`src/rtl/conv_frame_sched.sv`:
```
// conv_frame_sched
//   Frame-level scheduler for the 3x3 convolution engine. Two pixel sources
//   compete for the engine with round-robin arbitration per frame. Each frame
//   clears the engine, streams IMG_W*IMG_H pixels with no gaps, then collects
//   (IMG_W-2)*(IMG_H-2) results. Each result is tagged with the id of the
//   source that owns the current frame.
//
// Ports
//   clk, rst_n    clock, asynchronous active-low reset
//   req[1:0]      source i has a full frame ready
//   grant[1:0]    one-hot owner of the current frame (CLEAR through DONE)
//   src_data      {src1, src0} signed pixels; src_valid / src_ready per source
//   eng_rst_n     registered engine reset (low during CLEAR)
//   eng_pic, eng_pic_vld    registered pixel stream to the engine
//   eng_out_vld, eng_out    engine results
//   res_valid, res_data, res_src, res_last   forwarded results, 1-cycle latency
//   frame_done    1-cycle pulse at the end of every frame (ok or aborted)
//   err_underrun  sticky: granted source went invalid while streaming
//   err_count     sticky: result count differed from the expected count
//   busy          high in every state except IDLE
module conv_frame_sched #(
    parameter int DW       = 16,
    parameter int OW       = 33,
    parameter int IMG_W    = 28,
    parameter int IMG_H    = 28,
    parameter int CLR_CYC  = 2,
    parameter int DRAIN_TO = 16
) (
    input  logic                 clk,
    input  logic                 rst_n,
    input  logic [1:0]           req,
    output logic [1:0]           grant,
    input  logic [2*DW-1:0]      src_data,
    input  logic [1:0]           src_valid,
    output logic [1:0]           src_ready,
    output logic                 eng_rst_n,
    output logic signed [DW-1:0] eng_pic,
    output logic                 eng_pic_vld,
    input  logic                 eng_out_vld,
    input  logic signed [OW-1:0] eng_out,
    output logic                 res_valid,
    output logic signed [OW-1:0] res_data,
    output logic                 res_src,
    output logic                 res_last,
    output logic                 frame_done,
    output logic                 err_underrun,
    output logic                 err_count,
    output logic                 busy
);

    localparam int         TW       = $clog2(DRAIN_TO + 1);
    localparam int         CLRW     = $clog2(CLR_CYC + 1);
    localparam logic [9:0] PIX_LAST = 10'(IMG_W * IMG_H - 1);
    localparam logic [9:0] RES_N    = 10'((IMG_W - 2) * (IMG_H - 2));

    typedef enum logic [2:0] {
        S_IDLE,
        S_CLEAR,
        S_STREAM,
        S_DRAIN,
        S_DONE
    } state_t;

    state_t state, state_nxt;

    logic            gsel;       // owner of the current frame
    logic            rr_ptr;     // source with priority at the next arbitration
    logic [CLRW-1:0] clr_cnt;
    logic [9:0]      pix_cnt;
    logic [9:0]      res_cnt;
    logic [TW-1:0]   drain_cnt;

    logic                 win_id;
    logic                 sel_valid;
    logic signed [DW-1:0] sel_pix;
    logic                 collect;
    logic                 res_take;
    logic                 res_extra;
    logic [9:0]           res_cnt_nxt;
    logic                 drain_expired;

    // Saturating counter increment.
    function automatic logic [9:0] sat_inc(input logic [9:0] v);
        return (v == 10'h3FF) ? v : v + 10'd1;
    endfunction

    always_comb begin
        // Pointer source wins if requesting, otherwise the other one.
        win_id        = req[rr_ptr] ? rr_ptr : ~rr_ptr;
        sel_valid     = src_valid[gsel];
        sel_pix       = gsel ? $signed(src_data[2*DW-1:DW]) : $signed(src_data[DW-1:0]);
        collect       = (state == S_STREAM) || (state == S_DRAIN) || (state == S_DONE);
        // Results past the expected count are swallowed and flagged.
        res_take      = collect && eng_out_vld && (res_cnt < RES_N);
        res_extra     = collect && eng_out_vld && (res_cnt >= RES_N);
        res_cnt_nxt   = res_take ? sat_inc(res_cnt) : res_cnt;
        drain_expired = (drain_cnt == TW'(DRAIN_TO - 1));
    end

    always_comb begin
        state_nxt = state;
        case (state)
            S_IDLE:   if (|req) state_nxt = S_CLEAR;
            S_CLEAR:  if (clr_cnt == CLRW'(CLR_CYC - 1)) state_nxt = S_STREAM;
            S_STREAM: begin
                if (!sel_valid)              state_nxt = S_DONE;
                else if (pix_cnt == PIX_LAST) state_nxt = S_DRAIN;
            end
            // Count includes a result arriving this cycle so the frame
            // closes on the same edge that captures the final result.
            S_DRAIN:  if ((res_cnt_nxt == RES_N) || drain_expired) state_nxt = S_DONE;
            S_DONE:   state_nxt = S_IDLE;
            default:  state_nxt = S_IDLE;
        endcase
    end

    always_comb begin
        busy       = (state != S_IDLE);
        grant      = busy ? (gsel ? 2'b10 : 2'b01) : 2'b00;
        src_ready  = (state == S_STREAM) ? grant : 2'b00;
        frame_done = (state == S_DONE);
    end

    // Control registers: FSM, arbitration, counters, error flags.
    always_ff @(posedge clk or negedge rst_n) begin
        if (!rst_n) begin
            state        <= S_IDLE;
            gsel         <= 1'b0;
            rr_ptr       <= 1'b0;
            res_src      <= 1'b0;
            clr_cnt      <= '0;
            pix_cnt      <= '0;
            res_cnt      <= '0;
            drain_cnt    <= '0;
            err_underrun <= 1'b0;
            err_count    <= 1'b0;
            eng_rst_n    <= 1'b0;
        end else begin
            state     <= state_nxt;
            // Engine reset follows the next state so it is low exactly while in CLEAR.
            eng_rst_n <= (state_nxt != S_CLEAR);

            if (state == S_IDLE && (|req)) begin
                gsel    <= win_id;
                res_src <= win_id;
                rr_ptr  <= ~win_id;
            end

            clr_cnt   <= (state == S_CLEAR) ? clr_cnt + CLRW'(1) : '0;
            drain_cnt <= (state == S_DRAIN) ? drain_cnt + TW'(1) : '0;

            if (state == S_CLEAR) begin
                pix_cnt      <= '0;
                res_cnt      <= '0;
                err_underrun <= 1'b0;
                err_count    <= 1'b0;
            end else begin
                res_cnt <= res_cnt_nxt;
                if (state == S_STREAM) begin
                    if (sel_valid) pix_cnt      <= sat_inc(pix_cnt);
                    else           err_underrun <= 1'b1;
                end
                if (res_extra)
                    err_count <= 1'b1;
                if (state == S_DRAIN && drain_expired && res_cnt_nxt < RES_N)
                    err_count <= 1'b1;
            end
        end
    end

    // Output stage: pixel to engine and result forwarding, one cycle of latency.
    always_ff @(posedge clk or negedge rst_n) begin
        if (!rst_n) begin
            eng_pic     <= '0;
            eng_pic_vld <= 1'b0;
            res_valid   <= 1'b0;
            res_data    <= '0;
            res_last    <= 1'b0;
        end else begin
            eng_pic_vld <= (state == S_STREAM) && sel_valid;
            if (state == S_STREAM && sel_valid)
                eng_pic <= sel_pix;
            res_valid <= res_take;
            res_last  <= res_take && (res_cnt == RES_N - 10'd1);
            if (res_take)
                res_data <= eng_out;
        end
    end

endmodule

```
`config.mk`:
```
export PLATFORM = sky130hd
export DESIGN_NAME = conv_frame_sched
export DESIGN_NICKNAME = d
export VERILOG_FILES = /design/src/rtl/conv_frame_sched.sv
export SDC_FILE = /design/constraint.sdc
export NUM_CORES = 1
export LEC_CHECK = 0
export ABC_AREA = 1
export BUFFER_PORTS_ARGS = -buffer_cell sky130_fd_sc_hd__buf_2
export CAP_MARGIN = 20
export CORE_MARGIN = 2
export CORE_UTILIZATION = 51
export CTS_CLUSTER_SIZE = 8
export DETAILED_ROUTE_END_ITERATION = 8
export PLACE_DENSITY = 0.8
export SYNTH_ARGS = -nofsm -noshare
export SYNTH_HDL_FRONTEND = slang
export SYNTH_SLANG_ARGS = --single-unit
```
`constraint.sdc`:
```
create_clock -name clk -period 2.11 [get_ports clk]
set_input_delay 0.211 -clock clk [delete_from_list [all_inputs] [get_ports clk]]
set_output_delay 0.211 -clock clk [all_outputs]
set_load 0.05 [all_outputs]
```
-- Yosys cells after proc, flatten, opt, wreduce, memory -nomap -nowiden
Cells that the tools add are included.
- register bits: 87
- input port bits: 72
- output and inout port bits: 62
- word-level logic and storage cells: 89
- add/subtract/negate cells: 4
- order comparisons: 5
- equality and inequality tests: 14
- multiplexer cells: 30
- bitwise gates (word level): 2
- reductions and logical operators: 19
- operators by type and width (kind ; number):
    two-way mux 10 bit ; 7
    == test 10 bit (second input constant) ; 5
    adder 10 x 1 -> 10 bit (second input constant) ; 2
    < comparator 10 bit (second input constant) ; 2
    two-way mux 16 bit ; 1
    two-way mux 3 bit ; 5
    case mux 3 bit (4 select lines) ; 1
    two-way mux 1 bit ; 11
    >= comparator 10 bit (second input constant) ; 1
    logical AND 1 bit ; 8
    two-way mux 2 bit ; 4
    == test 3 x 2 -> 1 bit (second input constant) ; 2
    nonzero test 3 bit ; 2
    adder 5 x 1 -> 5 bit (second input constant) ; 1
    == test 5 x 4 -> 1 bit (second input constant) ; 1
    two-way mux 5 bit ; 1
    < comparator 1 x 2 -> 1 bit (second input constant) ; 2
    nonzero test 2 bit ; 2
    == test 3 x 1 -> 1 bit (second input constant) ; 1
    == test 3 bit (second input constant) ; 1
    logical NOT 3 bit ; 1
    logical OR 1 bit ; 3
    != test 3 x 1 -> 1 bit (second input constant) ; 1
    AND reduction 3 bit ; 1
    other kinds (7) ; 8

-- Longest topological paths before layout
- word-level depth: 11
- gate-level depth with buffers: 15
- mapped depth without buffers: 15

-- Worst setup path after synthesis
Ideal clock, no wire load.
- path type: reg-to-output
- start: register gsel
- end: output grant[1]
- data arrival time: 2.130 ns
- required time: 1.899 ns
- slack: -0.231 ns
- stages on the path, launching flop included: 5
- path buffers: 2
- cells stage by stage: dfrtp_1 > clkbuf_1 > clkinv_1 > clkbuf_1 > nor2_1
- longest elaborated chain between the ends: 2
- RTL lines (what ; line ; text):
    from (decl) ; 66 ; logic gsel;
    from (signal assigned) ; 144 ; gsel <= win_id;
    two-way mux 2 bit (2 in a row) ; 119 ; grant = busy ? (gsel ? 2'b10 : 2'b01) : 2'b00;
    to (decl) ; 32 ; output logic [1:0] grant,
No other way between the ends.

-- Worst setup path after layout
- start: register res_cnt[3]
- end: register err_count
- longest elaborated chain between the ends: 7
- elaborated cells on any way between the ends: 13
- those cells by class: add/sub: 1; order compare: 3; eq/ne: 1; mux: 4; reduce/logical: 4
- RTL lines (what ; line ; text):
    from (decl) ; 70 ; logic [9:0] res_cnt;
    from (signal assigned) ; 158 ; res_cnt <= res_cnt_nxt;
    adder 10 x 1 -> 10 bit (tied with other cells) ; 84 ; return (v == 10'h3FF) ? v : v + 10'd1;
    two-way mux 10 bit / logical AND 1 bit (equally long branches) ; 84, 94 ;
    two-way mux 10 bit ; 96 ; res_cnt_nxt = res_take ? sat_inc(res_cnt) : res_cnt;
    < comparator 10 bit ; 165 ; if (state == S_DRAIN && drain_expired && res_cnt_nxt < RES_N)
    logical AND 1 bit ; 165 ;
    two-way mux 1 bit ; 165 ;
    two-way mux 1 bit ; 152 ; if (state == S_CLEAR) begin
    to (signal assigned) ; 156 ; err_count <= 1'b0;
    to (signal assigned) ; 164 ; err_count <= 1'b1;
    to (signal assigned) ; 166 ; err_count <= 1'b1;
    to (decl) ; 47 ; output logic err_count,
Several ways; a longest one is shown, not always the timed one.
A chain may end at the register's enable or synchronous reset.

==> flow_summary.json <==
{
  "clockBufferDepth": 2,
  "cap_violations": 0,
  "clkSlewWorstSetupHoldPaths_ps": 100,
  "tightest_slew_ps": 609,
  "die-area_sq_um": 8760,
  "cp_common_cell": "nand2_1",
  "yosysUniqueCellTypes": 30,
  "firstDrtPassIters": 4,
  "vdd_drop_max_mv": 1.13,
  "die_w_um": 93.6,
  "finalWorstPathRequiredPeriod_ps": 1940,
  "worstSetupPathType": "reg2reg",
  "synth_fp_nets": 591,
  "cp.required_ps": 2400,
  "start_util": 0.527,
  "max_freq_mhz": 515,
  "path_buf_inv": 4,
  "synth_top_area_frac": 0.532,
  "grt-ovfl-total": 0,
  "setup.worst_path.start_class": "flop",
  "grt_pass1_wl_mm": 15.6,
  "use_met1": 0.284,
  "ctsHtreeMaxLevel": 3,
  "cellPowerDensity_nw_per_um2": 1550,
  "worst-r2r-setup-slack_ps": 170,
  "ys_seq_area_frac": 0.532,
  "synth_top_cell_by_area": "dfrtp_1",
  "critPathArrivalTime_ps": 2230,
  "cts.sinks": 87,
  "synth_warnings": 0,
  "wire_per_inst_um": 12.6,
  "drtIter0Drc": 185,
  "num_io_pins": 134,
  "avgViaCountPerCell": 4.98,
  "hold_ws_ps": 38.0,
  "hold_viol": 0,
  "outcome": "finished clean",
  "worstHoldPathType": "in2reg",
  "power_mw": 8.14,
  "grt.busiest_layer": "met2",
  "cp_slowest_stage_delay_ps": 410,
  "ys_ff_latch": 87,
  "antenna_found_initial": 0,
  "synth_area_leaders": "dfrtp_1 (53%), nand2_1 (18%), nor2_1 (5.2%), inv_1 (3.6%), nand3_1 (2.8%)",
  "crit_fanout": 4,
  "track_usage": 0.223,
  "core_region_area_sq_um": 7770,
  "syn_inst": 513,
  "skew_ps": 11.9,
  "drv_slew": 0,
  "cts_buffers": 9,
  "use_met3": 0.0540,
  "nets": 738,
  "p_clk_frac": 0.165,
  "p_int_mw": 3.96,
  "ys.flop_type": "dfrtp_1",
  "finalCritPeriodShare": 0.919,
  "grt_max_degree": 46,
  "place_congestion": 0.875,
  "cts_tree": "built",
  "numPortBuffers": 133,
  "setup_viol": 0,
  "power.leakage_nw": 2.83,
  "drive_gt1_frac": 0.298,
  "core.rowCount": 32,
  "layout_commonest_cell": "nand2_1",
  "grt_pass1_vias": 3531,
  "ant_nets": 0,
  "final_util": 0.677,
  "wl_mm": 9.68,
  "crit_path_top_delay_cell": "dfrtp_1",
  "synth_edf_count": 0,
  "syn2layout_area_growth_pct": 28.4,
  "insertion_delay_ps": 360,
  "root_buffer": "clkbuf_8",
  "combPwrFrac": 0.517,
  "diodes": 0,
  "die_h_um": 93.6,
  "cp-end-kind": "flop",
  "final_cell_mix": "nand2_1 (199), buf_2 (132), dfrtp_1 (83)",
  "syn_avg_cell_area_sq_um": 7.98,
  "async_reset_ff_frac": 1.00,
  "syn_area_sq_um": 4090,
  "cp_cell_sequence": "inv_2 -> nand3_1 -> nand3_4 -> nand2_2 -> nor2_4 -> buf_4 -> nand2_1 -> nand2_1 -> inv_1 -> nand2_1 -> nor2_2 -> buf_4 -> nand2_1 -> nand2_1 -> a21oi_1",
  "max_slew_margin": 0.591,
  "dp_hpwl_mm": 7.04,
  "path_delay_family": "simple AND/OR/NAND/NOR gates",
  "swShare": 0.514,
  "power_switching_mw": 4.19,
  "drc": 0,
  "power_frac_seq": 0.318,
  "grtUsageMet2": 0.388,
  "n_fill_cell": 640,
  "vias": 3816
}
[tightest hold or removal path: stages]
cell and delay [ps]:
buf_2 70, nand2_1 40, nand2_1 50
[sequential cells by signal, indices dropped and copies added, names as in the netlist]
name / flops
gsel: 1
res_cnt: 10
eng_pic_vld: 1
state: 3
drain_cnt: 5
eng_rst_n: 1
err_count: 1
res_data: 33
pix_cnt: 10
err_underrun: 1
eng_pic: 16
clr_cnt: 2
rr_ptr: 1
res_valid: 1
res_last: 1
[Yosys cell counts, drive strengths merged, types with 2 or more instances]
master and n:
a21oi 13, inv 45, nand4 4, buf 2, nor3 6, ha 6
dfrtp 87, nor2 62, clkbuf 14, a21boi 2, xor2 2, o21ai 18
a31oi 17, nand2 204, nand3 25
[power groups by stage]
stage,Clock [mW],Combinational (mW),Sequential [mW]
floorplan,0,1.44,4.27
global placement,0,4.08,2.59
detailed placement,0,4.15,2.61
CTS,1.38,4.17,2.58
global route,1.44,4.57,2.65
finish,1.35,4.21,2.59
[metal layers]
layer	part of all wire	vias to the layer above
li1	-	1916
met1	0.43	1753
met2	0.49	131
met3	0.063	16
met4	0.013	0
met5	0	-
[timing repair]
item	CTS	global route
setup endpoints to repair	0	4
setup buffers	0	8
hold endpoints to repair	44	0
resized for setup	0	10
hold buffers	1	0
[worst paths after layout]
check                            startpoint            to  cells past startpoint
worst max-delay path             res_cnt[3]     err_count                     15
worst min-delay path            eng_out[31]  res_data[31]                      3
worst max register to register   res_cnt[3]     err_count                     15
worst min register to register   clr_cnt[0]    clr_cnt[0]                      1
max in group asynchronous             rst_n      state[1]                      3
min in group asynchronous             rst_n  res_data[32]                      2
[area by class of cell]
type / count / area (sq um) / share of cell area
well taps: 102 / 128 / 0.0243
repair buffers: 151 / 831 / 0.158
flip-flops and latches: 87 / 2180 / 0.415
multi-input cells: 365 / 1710 / 0.325
clock buffers: 9 / 124 / 0.0236
inverters: 46 / 173 / 0.0328
clock inverters: 7 / 113 / 0.0214
[stage by stage]
stage          cell area [sq um]  TNS [ps]  std cells  setup slack (ps)
2_1_floorplan               4100     -57.8        513             -28.9
3_3_place_gp                4900         0        741               235
3_5_place_dp                4900         0        741               208
4_1_cts                     5150         0        758               158
5_1_grt                     5260     -14.1        767             -14.1
6_report                    5260         0        767               170
[logic make-up after synthesis]
logic type | Yosys count | share of synthesized area
AOI/OAI and AO/OA | 51 | 0.0734
xor gates and xnor gates | 2 | 0.00428
adders and majority gates | 6 | 0.0183
buffers and inverters | 62 | 0.0605
DFF | 87 | 0.532
muxes | 1 | 0.00245
and+or+nand+nor | 304 | 0.309
Note: power is estimated with default switching activity, not from simulation.
